### config.mk
export PLATFORM = sky130hd
export DESIGN_NAME = viterbi_frame_ctrl
export DESIGN_NICKNAME = d
export VERILOG_FILES = /design/src/rtl/viterbi_frame_ctrl.sv
export SDC_FILE = /design/constraint.sdc
export NUM_CORES = 1
export LEC_CHECK = 0
export BUFFER_PORTS_ARGS = -buffer_cell sky130_fd_sc_hd__buf_2
export CELL_PAD_IN_SITES_DETAIL_PLACEMENT = 1
export CELL_PAD_IN_SITES_GLOBAL_PLACEMENT = 1
export CORE_ASPECT_RATIO = 0.8
export CORE_MARGIN = 2
export CORE_UTILIZATION = 48
export CTS_BUF_LIST = sky130_fd_sc_hd__clkbuf_2 sky130_fd_sc_hd__clkbuf_4 sky130_fd_sc_hd__clkbuf_8
export CTS_CLUSTER_DIAMETER = 150
export DETAILED_ROUTE_END_ITERATION = 6
export PLACE_DENSITY_LB_ADDON = 0.2
export SYNTH_ARGS = -nofsm -noshare
export SYNTH_HDL_FRONTEND = slang
export SYNTH_SLANG_ARGS = --single-unit
export TNS_END_PERCENT = 50
### constraint.sdc
create_clock -name clk -period 5.5 [get_ports clk]
set_clock_uncertainty 0.1 [all_clocks]
set_input_delay 1.1 -clock clk [delete_from_list [all_inputs] [get_ports clk]]
set_output_delay 1.1 -clock clk [all_outputs]
set_load 0.005 [all_outputs]
### src/rtl/viterbi_frame_ctrl.sv
// Frame sequencer/checker for the encoder -> channel -> Viterbi loop.
// Burst injection is built only with VITERBI_FRAME_CTRL_ERRINJ_EN defined.
module viterbi_frame_ctrl #(
  parameter int FRAME_LEN = 64,
  parameter int TAIL_LEN  = 2,
  parameter int DEC_LAT   = 16,
  parameter int N         = 4
) (
  input  logic        clk,
  input  logic        rst,
  input  logic        start_i,
  input  logic [15:0] seed_i,
  input  logic        inj_en_i,
  input  logic        dec_d_i,
  output logic        enc_en_o,
  output logic        enc_d_o,
  output logic [1:0]  err_mask_o,
  output logic        busy_o,
  output logic        done_o,
  output logic [15:0] bit_err_ct_o,
  output logic [15:0] inj_ct_o
);

  localparam int CW = $clog2(FRAME_LEN + DEC_LAT + 1);
  localparam logic [CW-1:0] PAY_END  = CW'(FRAME_LEN - 1);
  localparam logic [CW-1:0] TAIL_END = CW'(FRAME_LEN + TAIL_LEN - 1);
  localparam logic [CW-1:0] DRN_END  = CW'(FRAME_LEN + DEC_LAT - 1);
  localparam logic [CW-1:0] WIN_LO   = CW'(DEC_LAT);
  localparam logic [CW-1:0] WIN_HI   = CW'(DEC_LAT + FRAME_LEN);

  typedef enum logic [2:0] {
    IDLE,
    PAYLOAD,
    TAIL,
    DRAIN,
    DONE
  } state_t;

  state_t state, state_n;
  logic [CW-1:0] cyc, cyc_n;
  logic [15:0] lfsr, lfsr_n;
  logic inj_en, inj_en_n;
  logic start_ok;
  logic [DEC_LAT-1:0] dly;
  logic in_win, mis;
  logic enc_on_n, burst_n;

  // Next-state, frame counter and LFSR advance
  always_comb begin
    state_n  = state;
    cyc_n    = cyc;
    lfsr_n   = lfsr;
    inj_en_n = inj_en;
    start_ok = 1'b0;
    unique case (state)
      IDLE: begin
        if (start_i) begin
          start_ok = 1'b1;
          state_n  = PAYLOAD;
          cyc_n    = '0;
          lfsr_n   = (seed_i == 16'h0000) ? 16'h0001 : seed_i;
          inj_en_n = inj_en_i;
        end
      end
      PAYLOAD: begin
        cyc_n  = cyc + 1'b1;
        lfsr_n = {lfsr[0] ^ lfsr[2] ^ lfsr[3] ^ lfsr[5], lfsr[15:1]};
        if (cyc == PAY_END)
          state_n = (TAIL_LEN == 0) ? DRAIN : TAIL;
      end
      TAIL: begin
        cyc_n = cyc + 1'b1;
        if (cyc == TAIL_END)
          state_n = DRAIN;
      end
      DRAIN: begin
        cyc_n = cyc + 1'b1;
        if (cyc == DRN_END)
          state_n = DONE;
      end
      DONE: begin
        state_n = IDLE;
      end
      default: begin
        state_n = IDLE;
      end
    endcase
  end

  assign enc_on_n = (state_n == PAYLOAD) || (state_n == TAIL);
  assign burst_n  = (cyc_n[N-1:1] == '0);
  assign in_win   = (cyc >= WIN_LO) && (cyc < WIN_HI);
  assign mis      = busy_o && in_win && (dec_d_i != dly[DEC_LAT-1]);

  // State and registered encoder/status outputs, built from next state
  always_ff @(posedge clk or negedge rst) begin
    if (!rst) begin
      state    <= IDLE;
      cyc      <= '0;
      lfsr     <= '0;
      inj_en   <= 1'b0;
      enc_en_o <= 1'b0;
      enc_d_o  <= 1'b0;
      busy_o   <= 1'b0;
      done_o   <= 1'b0;
    end else begin
      state    <= state_n;
      cyc      <= cyc_n;
      lfsr     <= lfsr_n;
      inj_en   <= inj_en_n;
      enc_en_o <= enc_on_n;
      enc_d_o  <= (state_n == PAYLOAD) && lfsr_n[0];
      busy_o   <= (state_n != IDLE);
      done_o   <= (state_n == DONE);
    end
  end

  // Reference copy of the encoder input, aligned to decoder latency
  always_ff @(posedge clk or negedge rst) begin
    if (!rst)
      dly <= '0;
    else if (busy_o)
      dly <= {dly[DEC_LAT-2:0], enc_d_o};
  end

  // Saturating payload mismatch counter
  always_ff @(posedge clk or negedge rst) begin
    if (!rst)
      bit_err_ct_o <= '0;
    else if (start_ok)
      bit_err_ct_o <= '0;
    else if (mis && (bit_err_ct_o != 16'hFFFF))
      bit_err_ct_o <= bit_err_ct_o + 1'b1;
  end

`ifdef VITERBI_FRAME_CTRL_ERRINJ_EN
  // Burst mask on bit[1] for the first two cycles of every 2^N window
  always_ff @(posedge clk or negedge rst) begin
    if (!rst) begin
      err_mask_o <= 2'b00;
      inj_ct_o   <= '0;
    end else begin
      err_mask_o <= (enc_on_n && inj_en_n && burst_n) ? 2'b10 : 2'b00;
      if (start_ok)
        inj_ct_o <= '0;
      else if ((err_mask_o != 2'b00) && (inj_ct_o != 16'hFFFF))
        inj_ct_o <= inj_ct_o + 1'b1;
    end
  end
`else
  logic unused_inj;
  assign unused_inj = inj_en_n ^ burst_n;
  assign err_mask_o = 2'b00;
  assign inj_ct_o   = 16'h0000;
`endif

endmodule
## Word level (Yosys, flattened, before mapping)

Index checks and enable logic that the tools add are counted.

| word-level totals | value |
|---|---|
| bits in latches | 0 |
| memories | 0 |
| register bits | 62 |
| bits in writable memories | 0 |
| bits in read-only memories | 0 |

| operators by class | value |
|---|---|
| magnitude comparators | 2 |
| reduce and logical (&&, ||, !) cells | 15 |
| multiply operators | 0 |
| add/subtract/negate cells | 2 |
| mux-type cells | 14 |
| eq/ne operators | 12 |
| bitwise gates (word level) | 3 |
| shift operators | 0 |
| divide/modulo/power cells | 0 |

Operators with widths:

| cell | number |
|---|---|
| 16-bit 2-to-1 mux | 4 |
| 16-bit case mux with 2 select lines | 1 |
| 16-bit by 1-bit adder with 16-bit output, second input constant | 1 |
| 16-bit logical NOT | 1 |
| 16-bit inequality test, second input constant | 1 |
| 7-bit == test, second input constant | 2 |
| 7-bit case mux with 2 select lines | 1 |
| 3-bit 2-to-1 mux | 4 |
| 3-bit case mux with 4 select lines | 1 |
| 3-bit by 2-bit == test with 1-bit output, second input constant | 3 |
| 7-bit by 1-bit adder with 7-bit output, second input constant | 1 |
| 7-bit by 6-bit == test with 1-bit output, second input constant | 1 |
| 7-bit by 5-bit greater-or-equal comparator with 1-bit output, second input constant | 1 |
| 7-bit < comparator, second input constant | 1 |
| 7-bit 2-to-1 mux | 1 |
| 3-bit by 1-bit == test with 1-bit output, second input constant | 2 |
| 2-bit nonzero test | 3 |
| 1-bit logical AND | 5 |
| 2-bit AND reduction | 2 |
| 3-bit == test, second input constant | 1 |
| 3-bit logical NOT | 1 |
| 3-bit nonzero test | 1 |
| 3-bit OR reduction | 1 |
| 1-bit XOR | 3 |
| 4 further kinds | 5 |

## Longest topological paths before layout

Gate-level depths: netlist (run 1).

| depth | value |
|---|---|
| depth after elaboration | 7 |
| gate-level depth with buffers | 8 |
| gate-level depth less buffers | 6 |

## Worst setup path after synthesis (run 1)

Ideal clock, no wire load.

| path | value |
|---|---|
| path kind | in2reg |
| start point | input port dec_d_i |
| end point | register bit_err_ct_o[14] |
| stages on the path | 6 |
| slack | 3193 ps |
| path buffers | 1 |
| data arrival time | 2075 ps |
| cells stage by stage | xor2_1 nand4_4 buf_4 nor4b_2 xnor2_1 nor2_1 |

| between the ends | value |
|---|---|
| longest elaborated chain between the ends | 4 |

RTL lines:

| item | line | RTL |
|---|---|---|
| from (decl) | 14 | `input logic dec_d_i,` |
| 1-bit inequality test | 93 | `assign mis = busy_o && in_win && (dec_d_i != dly[DEC_LAT-1]);` |
| 1-bit logical AND | 93 |  |
| 1-bit logical AND | 132 | `else if (mis && (bit_err_ct_o != 16'hFFFF))` |
| 2-bit nonzero test (no line) | n/a |  |
| to (signal assigned) | 133 | `bit_err_ct_o <= bit_err_ct_o + 1'b1;` |
| to (decl) | 20 | `output logic [15:0] bit_err_ct_o,` |

Every way passes these cells.
A chain may end at the register's enable or synchronous reset.

## Worst setup path in the final report (run 1)

| path | value |
|---|---|
| start point | register bit_err_ct_o[0] |
| end point | register bit_err_ct_o[15] |

| between the ends | value |
|---|---|
| longest elaborated chain between the ends | 3 |

RTL lines:

| item | line |
|---|---|
| 16-bit by 1-bit adder with 16-bit output / 16-bit inequality test (equally long branches) | 133, 132 |
| 16-bit 2-to-1 mux / 1-bit logical AND (equally long branches) | 132 |
| 16-bit 2-to-1 mux / 2-bit nonzero test (equally long branches) | n/a |

Parallel ways exist; a longest one is shown, timed or not. The select of a mux whose other input is x is not followed.

==> results.cfg, run 1 <==
[outcome]
status = completed

[worst_hold_path]
worstHoldPathCells = 2
hold_path.class = reg -> reg

[critical_path]
arrival_ns = 2.81
reg2reg_depth = 6
cp-end-kind = register
cp.required_ns = 5.68
worstSetupPathType = reg -> reg
critPathLaunchType = register
crit_fanout = 11

[clocking]
postCtsSetupBuffers = 0
htree_num_levels = 3
ctsLongestPathBuffers = 2
cts_tree = yes
cts.sinks = 62
root_buffer = clkbuf_8
clkLatencyLatePin_ns = 0.34
clkSlewWorstSetupHoldPaths_ns = 0.07
ctsHoldBuffers = 0
cts_buffers = 9
cts_resized = 0

[final_layout]
final_cell_count_no_fill = 427
multi_input_area_um2 = 1421
nFillCells = 741
layout.nets = 365
diodes = 0
area_growth_pct = 12.58
final_layout_size_suffix_gt1_share_pct = 19.24
seq_area_um2 = 1551

[pwr]
total_power_mw = 1.585
p_leak_nw = 1.616
p_per_area_nw_per_um2 = 452.2
peakVddDrop_mv = 0.1834

[detailed_routing]
drtIter0Drc = 77
ant_nets = 0
drtPass1Iterations = 4
vias_per_cell = 5.405
totalWireLength_um = 6584
wl_per_cell_um = 15.42
vias = 2308
drc = 0

[sta]
min_period_over_period_pct = 47.87
timing.fmax_mhz = 379.8
slew_viol_final = 0
period_needed_ns = 2.633
slew-limit-headroom_pct = 16.71
rsz0062_at_grt = false
setup_viol = 0
tns_ns = 0
finalHoldViolCount = 0
worstMarginPinSlew_ns = 1.239

[die]
start_util_pct = 49.09
rows = 26
io_pins = 59
core_area_um2 = 6344
dieWidth_um = 94.06
die_height_um = 76.05
floorplan.die_area_um2 = 7152

[grt]
grt-ovfl-total = 0
grt_max_degree = 63
grt_pass1_vias = 2339
grt_pass1_wl_um = 11390
grt_use_total_pct = 20.53
antenna_found_initial = 0

[synth]
synth_edf_count = 0
async_flop_share_pct = 100.0
syn_inst = 302
synth-warning-count = 0
synth_top_cell_area_share_pct = 49.82
syn_area_um2 = 3114
synth-main-ff-cell = dfrtp_1
ys_top_cells_by_area = dfrtp_1 (50%), mux2_1 (5.8%), nand2_1 (5.2%)
seq_area_frac_synth_pct = 49.82
yosys.area.top_type = dfrtp_1
ys_seq_elements = 62
synth_cell_types = 45
avgSynthCellArea_um2 = 10.31

[place]
port_buffers = 39
place_congestion = 0.7924
dp_cells = 413
dp_hpwl_um = 4484

[run]
drv_cap = 0
per-layer routing:
layer	share of wire [%]	GRT usage, %	vias to the layer above
li1	-	-	1101
met1	47	28.64	1150
met2	48	31.50	51
met3	4.0	6.528	6
met4	0.90	4.783	0
met5	0	0	-
flip-flops by register name (all words and copies together), names as in the netlist:
signal and cells:
enc_d_o 1, dly 16, busy_o 1, state 3, done_o 1, bit_err_ct_o 16, lfsr 16, cyc 7
enc_en_o 1
cells by family after synthesis:
| logic type | synth area share (%) |
|---|---|
| xor gates and xnor gates | 5.062 |
| other | 0.1204 |
| buffers and inverters | 6.589 |
| DFF | 49.82 |
| muxes | 5.785 |
| adders and majority gates | 1.607 |
| and+or+nand+nor | 21.94 |
| AOI/OAI and AO/OA | 9.080 |
metrics by stage:
step	util, %	worst slack [ns]	cell area, µm²	hold WS, ns
finish	55.27	2.867	3506	0.3789
global route	55.27	2.603	3506	0.4034
CTS	55.27	2.881	3506	0.3819
detailed placement	51.95	2.750	3296	0.3650
global placement	51.95	2.824	3296	0.3594
floorplan	-	3.193	3178	0.3468
final cells by class:
type	count	share of cell area, %
clock inverters	4	2.070
inverters	2	0.2141
flip-flops and latches	62	44.25
well taps	84	2.998
repair buffers	41	5.996
multi-input cells	224	40.54
clock buffers	10	3.926
cells in the mapped netlist (6+ instances only):
cell     instances
o21ai_1         13
mux2_1          16
dfrtp_1         62
xnor2_1         17
buf_4           20
a21oi_1          6
nor4_1           8
a22oi_1         15
nor2_1          22
nand2_1         43
nor3_1           8
nand3_1         11
cells in the final DEF, fill, tap and decap left out, types with 8 or more instances in the layout:
| master | synthesis | layout |
|---|---|---|
| dfrtp_1 | 62 | 62 |
| nand2_1 | 43 | 43 |
| buf_2 | 5 | 39 |
| nor2_1 | 22 | 22 |
| conb_1 | 1 | 18 |
| xnor2_1 | 17 | 17 |
| mux2_1 | 16 | 16 |
| a22oi_1 | 15 | 15 |
| o21ai_1 | 13 | 13 |
| nand3_1 | 11 | 11 |
| clkbuf_8 | 0 | 10 |
| nor3_1 | 8 | 8 |
| nor4_1 | 8 | 8 |
critical path, cell delays in order (launching register included):
cell,delay [ns]
dfrtp_1,0.42
ha_1,0.24
nand4_2,0.25
nor4_2,1.06
nor3_2,0.16
a31oi_1,0.23
a41o_1,0.11
final timing paths:
check / from / slack, ns / endpoint
setup / recovery: bit_err_ct_o[0]$_DFFE_PN0P_ / 2.87 / bit_err_ct_o[15]$_DFFE_PN0P_
hold / removal: lfsr[4]$_DFFE_PN0P_ / 0.38 / lfsr[4]$_DFFE_PN0P_
setup reg to reg: bit_err_ct_o[0]$_DFFE_PN0P_ / 2.87 / bit_err_ct_o[15]$_DFFE_PN0P_
hold reg to reg: lfsr[4]$_DFFE_PN0P_ / 0.38 / lfsr[4]$_DFFE_PN0P_
max in group asynchronous: rst / 3.94 / state[2]$_DFF_PN0_
min in group asynchronous: rst / 0.83 / dly[8]$_DFFE_PN0P_
where the power goes:
group          leakage, nW  total (mW)  internal [mW]  switching [mW]
Combinational        0.732       0.403          0.188           0.214
Sequential           0.780       0.750          0.618           0.132
Clock                0.104       0.433          0.262           0.171
Power figures use the tool's default switching activity.
==> inputs of run 2 (changes only) <==
--- a/config.mk
+++ b/config.mk
@@ -5,12 +5,13 @@
 export SDC_FILE = /design/constraint.sdc
 export NUM_CORES = 1
 export LEC_CHECK = 0
+export ABC_AREA = 1
 export BUFFER_PORTS_ARGS = -buffer_cell sky130_fd_sc_hd__buf_2
 export CELL_PAD_IN_SITES_DETAIL_PLACEMENT = 1
 export CELL_PAD_IN_SITES_GLOBAL_PLACEMENT = 1
 export CORE_ASPECT_RATIO = 0.8
 export CORE_MARGIN = 2
-export CORE_UTILIZATION = 48
+export CORE_UTILIZATION = 43
 export CTS_BUF_LIST = sky130_fd_sc_hd__clkbuf_2 sky130_fd_sc_hd__clkbuf_4 sky130_fd_sc_hd__clkbuf_8
 export CTS_CLUSTER_DIAMETER = 150
 export DETAILED_ROUTE_END_ITERATION = 6
==> constraint.sdc (replaced) <==
create_clock -name clk -period 2.6 [get_ports clk]
set_clock_uncertainty 0.1 [all_clocks]
set_input_delay 0.52 -clock clk [delete_from_list [all_inputs] [get_ports clk]]
set_output_delay 0.52 -clock clk [all_outputs]
set_load 0.005 [all_outputs]
==> results.cfg, run 2 <==
[detailed_routing]
drtPass1Iterations = 5
wl_per_cell_um = 14.46
ant_nets = 0
drc = 0
drtIter0Drc = 96
totalWireLength_um = 8229
vias_per_cell = 4.937
vias = 2809

[grt]
grt_pass1_wl_um = 13830
grt-ovfl-total = 0
grt_pass1_vias = 2814
grt_use_total_pct = 21.46
grt_max_degree = 32
antenna_found_initial = 0

[synth]
yosys.area.top_type = dfrtp_1
synth_top_cell_area_share_pct = 46.51
ys_top_cells_by_area = dfrtp_1 (47%), nand2_1 (14%), inv_1 (5.1%)
seq_area_frac_synth_pct = 46.51
syn_area_um2 = 3336
synth_commonest_cells = nand2_1 (120), dfrtp_1 (62), inv_1 (45)
synth-warning-count = 0
yosysMostFrequentCell = nand2_1
ys_seq_elements = 62
syn_inst = 416
avgSynthCellArea_um2 = 8.019
synth_edf_count = 0
synth_cell_types = 31
async_flop_share_pct = 100.0
synth-main-ff-cell = dfrtp_1

[final_layout]
area_growth_pct = 13.35
final_layout_size_suffix_gt1_share_pct = 15.95
layout.nets = 484
top_regs = bit_err_ct_o (16), dly (16), lfsr (16)
diodes = 0
final_cell_mix = nand2_1 (120), dfrtp_1 (62), inv_1 (45), nor2_1 (40), buf_2 (39)
layout_commonest_cell = nand2_1

[critical_path]
worstSetupPathType = reg -> reg
path_cells = ha_1 -> inv_1 -> nor2_4 -> nand2_2 -> nor2_4 -> nor2_4 -> nor2_8 -> nand2_1 -> nand2_1
r2r_end = bit_err_ct_o[4]$_DFFE_PN0P_
reg2reg_depth = 9
crit_top_cell = nor2_4
critPathLaunchType = register
timing.rr.start = bit_err_ct_o[0]$_DFFE_PN0P_
reg2reg_setup_slack_ns = 0.52
arrival_ns = 2.21
max_stage_delay_ns = 0.46
crit_slowest_cell = dfrtp_1
cp-end-kind = register
cp.required_ns = 2.73
crit_fanout = 17

[die]
rows = 28
io_pins = 59
floorplan.die_area_um2 = 8482
start_util_pct = 44.70
die_height_um = 82.78
dieWidth_um = 102.5
core_area_um2 = 7462

[clocking]
htree_num_levels = 3
postCtsSetupBuffers = 0
cts.sinks = 62
cts_buffers = 9
clkSlewWorstSetupHoldPaths_ns = 0.07
ctsHoldBuffers = 0
cts_tree = yes
ctsLongestPathBuffers = 2
clkLatencyLatePin_ns = 0.34
root_buffer = clkbuf_8
cts_resized = 0

[sta]
min_period_over_period_pct = 80.19
period_needed_ns = 2.085
tns_ns = 0
rsz0062_at_grt = false
finalHoldViolCount = 0
timing.fmax_mhz = 479.7
slew_viol_final = 0
worstMarginPinSlew_ns = 0.7082
setup_viol = 0
slew-limit-headroom_pct = 52.63

[outcome]
status = completed

[pwr]
p_leak_nw = 1.882
p_per_area_nw_per_um2 = 522.7
peakVddDrop_mv = 0.2528
total_power_mw = 1.976

[place]
dp_hpwl_um = 6072
port_buffers = 39
place_congestion = 0.8192

[run]
drv_cap = 0

[worst_hold_path]
hold_path.class = in -> async
-- run 2: changes by cell type after synthesis, moves of 6 or more --
cell and change:
a22oi_1 -15, o21ai_1 -13, xnor2_1 -14, nand4_1 +11
o211ai_1 +12, nand2_1 +77, inv_1 +43, mux2_1 -16
nor4_1 -7, o21ai_0 +14, nand3_1 +15, nor2_4 +6
nor2_1 +18
-- run 2: per-layer routing --
metal / part of all wire (%) / global-route usage, % / wire, µm / vias up
li1: - / - / - / 1388
met1: 49 / 29.69 / 4033 / 1357
met2: 46 / 34.12 / 3782 / 56
met3: 4.2 / 4.774 / 347 / 8
met4: 0.80 / 5.867 / 66 / 0
met5: 0 / 0 / 0 / -
-- run 2: cell families after synthesis --
family / after synthesis / share of synthesized area, %
simple gates: 218 / 29.41
buf+inv: 74 / 11.10
flops: 62 / 46.51
compound gates: 47 / 8.590
xor+xnor: 8 / 2.101
fa+ha+maj: 4 / 1.500
mux: 2 / 0.6751
other cells: 1 / 0.1124
-- run 2: worst max-delay path by stage --
stage,cells after the start,endpoint,start,slack [ns]
after detailed placement,9,bit_err_ct_o[4]$_DFFE_PN0P_,bit_err_ct_o[0]$_DFFE_PN0P_,0.54
final,9,bit_err_ct_o[4]$_DFFE_PN0P_,bit_err_ct_o[0]$_DFFE_PN0P_,0.52
after CTS,9,bit_err_ct_o[4]$_DFFE_PN0P_,bit_err_ct_o[0]$_DFFE_PN0P_,0.54
after global placement,9,bit_err_ct_o[8]$_DFFE_PN0P_,bit_err_ct_o[0]$_DFFE_PN0P_,0.62
after floorplan,10,bit_err_ct_o[12]$_DFFE_PN0P_,bit_err_ct_o[0]$_DFFE_PN0P_,0.92
after global routing,9,bit_err_ct_o[0]$_DFFE_PN0P_,bit_err_ct_o[0]$_DFFE_PN0P_,0.41
-- run 2: worst max-delay path, delay by kind of cell, from the launching register on --
family                     cells  cell delay [ns]
and+or+nand+nor                7             0.97
DFF                            1             0.46
adders and majority gates      1             0.28
buffers and inverters          1             0.15
-- run 2: cell type report --
class	count	area [µm²]
clock buffer	9	123.9
tap	105	131.4
inverter	46	172.7
sequential	62	1551
timing repair buffer	43	225.2
multi-input combinational	297	1478
clock inverter	7	98.84
fill	956	3681
-- run 2: report_power, final --
| part | total, mW | internal [mW] | switching (mW) |
|---|---|---|---|
| clock | 0.945 | 0.542 | 0.403 |
| combinational | 0.0671 | 0.0177 | 0.0494 |
| sequential | 0.964 | 0.964 | 0 |
-- run 2: stage by stage --
step | cells | util (%) | hold WS [ns] | setup WS [ns] | instance area, µm²
finish | 569 | 50.67 | 0.02183 | 0.5152 | 3781
global route | 569 | 50.67 | 0.03919 | 0.4057 | 3781
CTS | 569 | 50.67 | 0.03021 | 0.5386 | 3781
detailed placement | 553 | 47.69 | 0.3755 | 0.5439 | 3558
global placement | 553 | 47.69 | 0.3615 | 0.6152 | 3558
floorplan | 433 | - | 0.1244 | 0.9208 | 3400
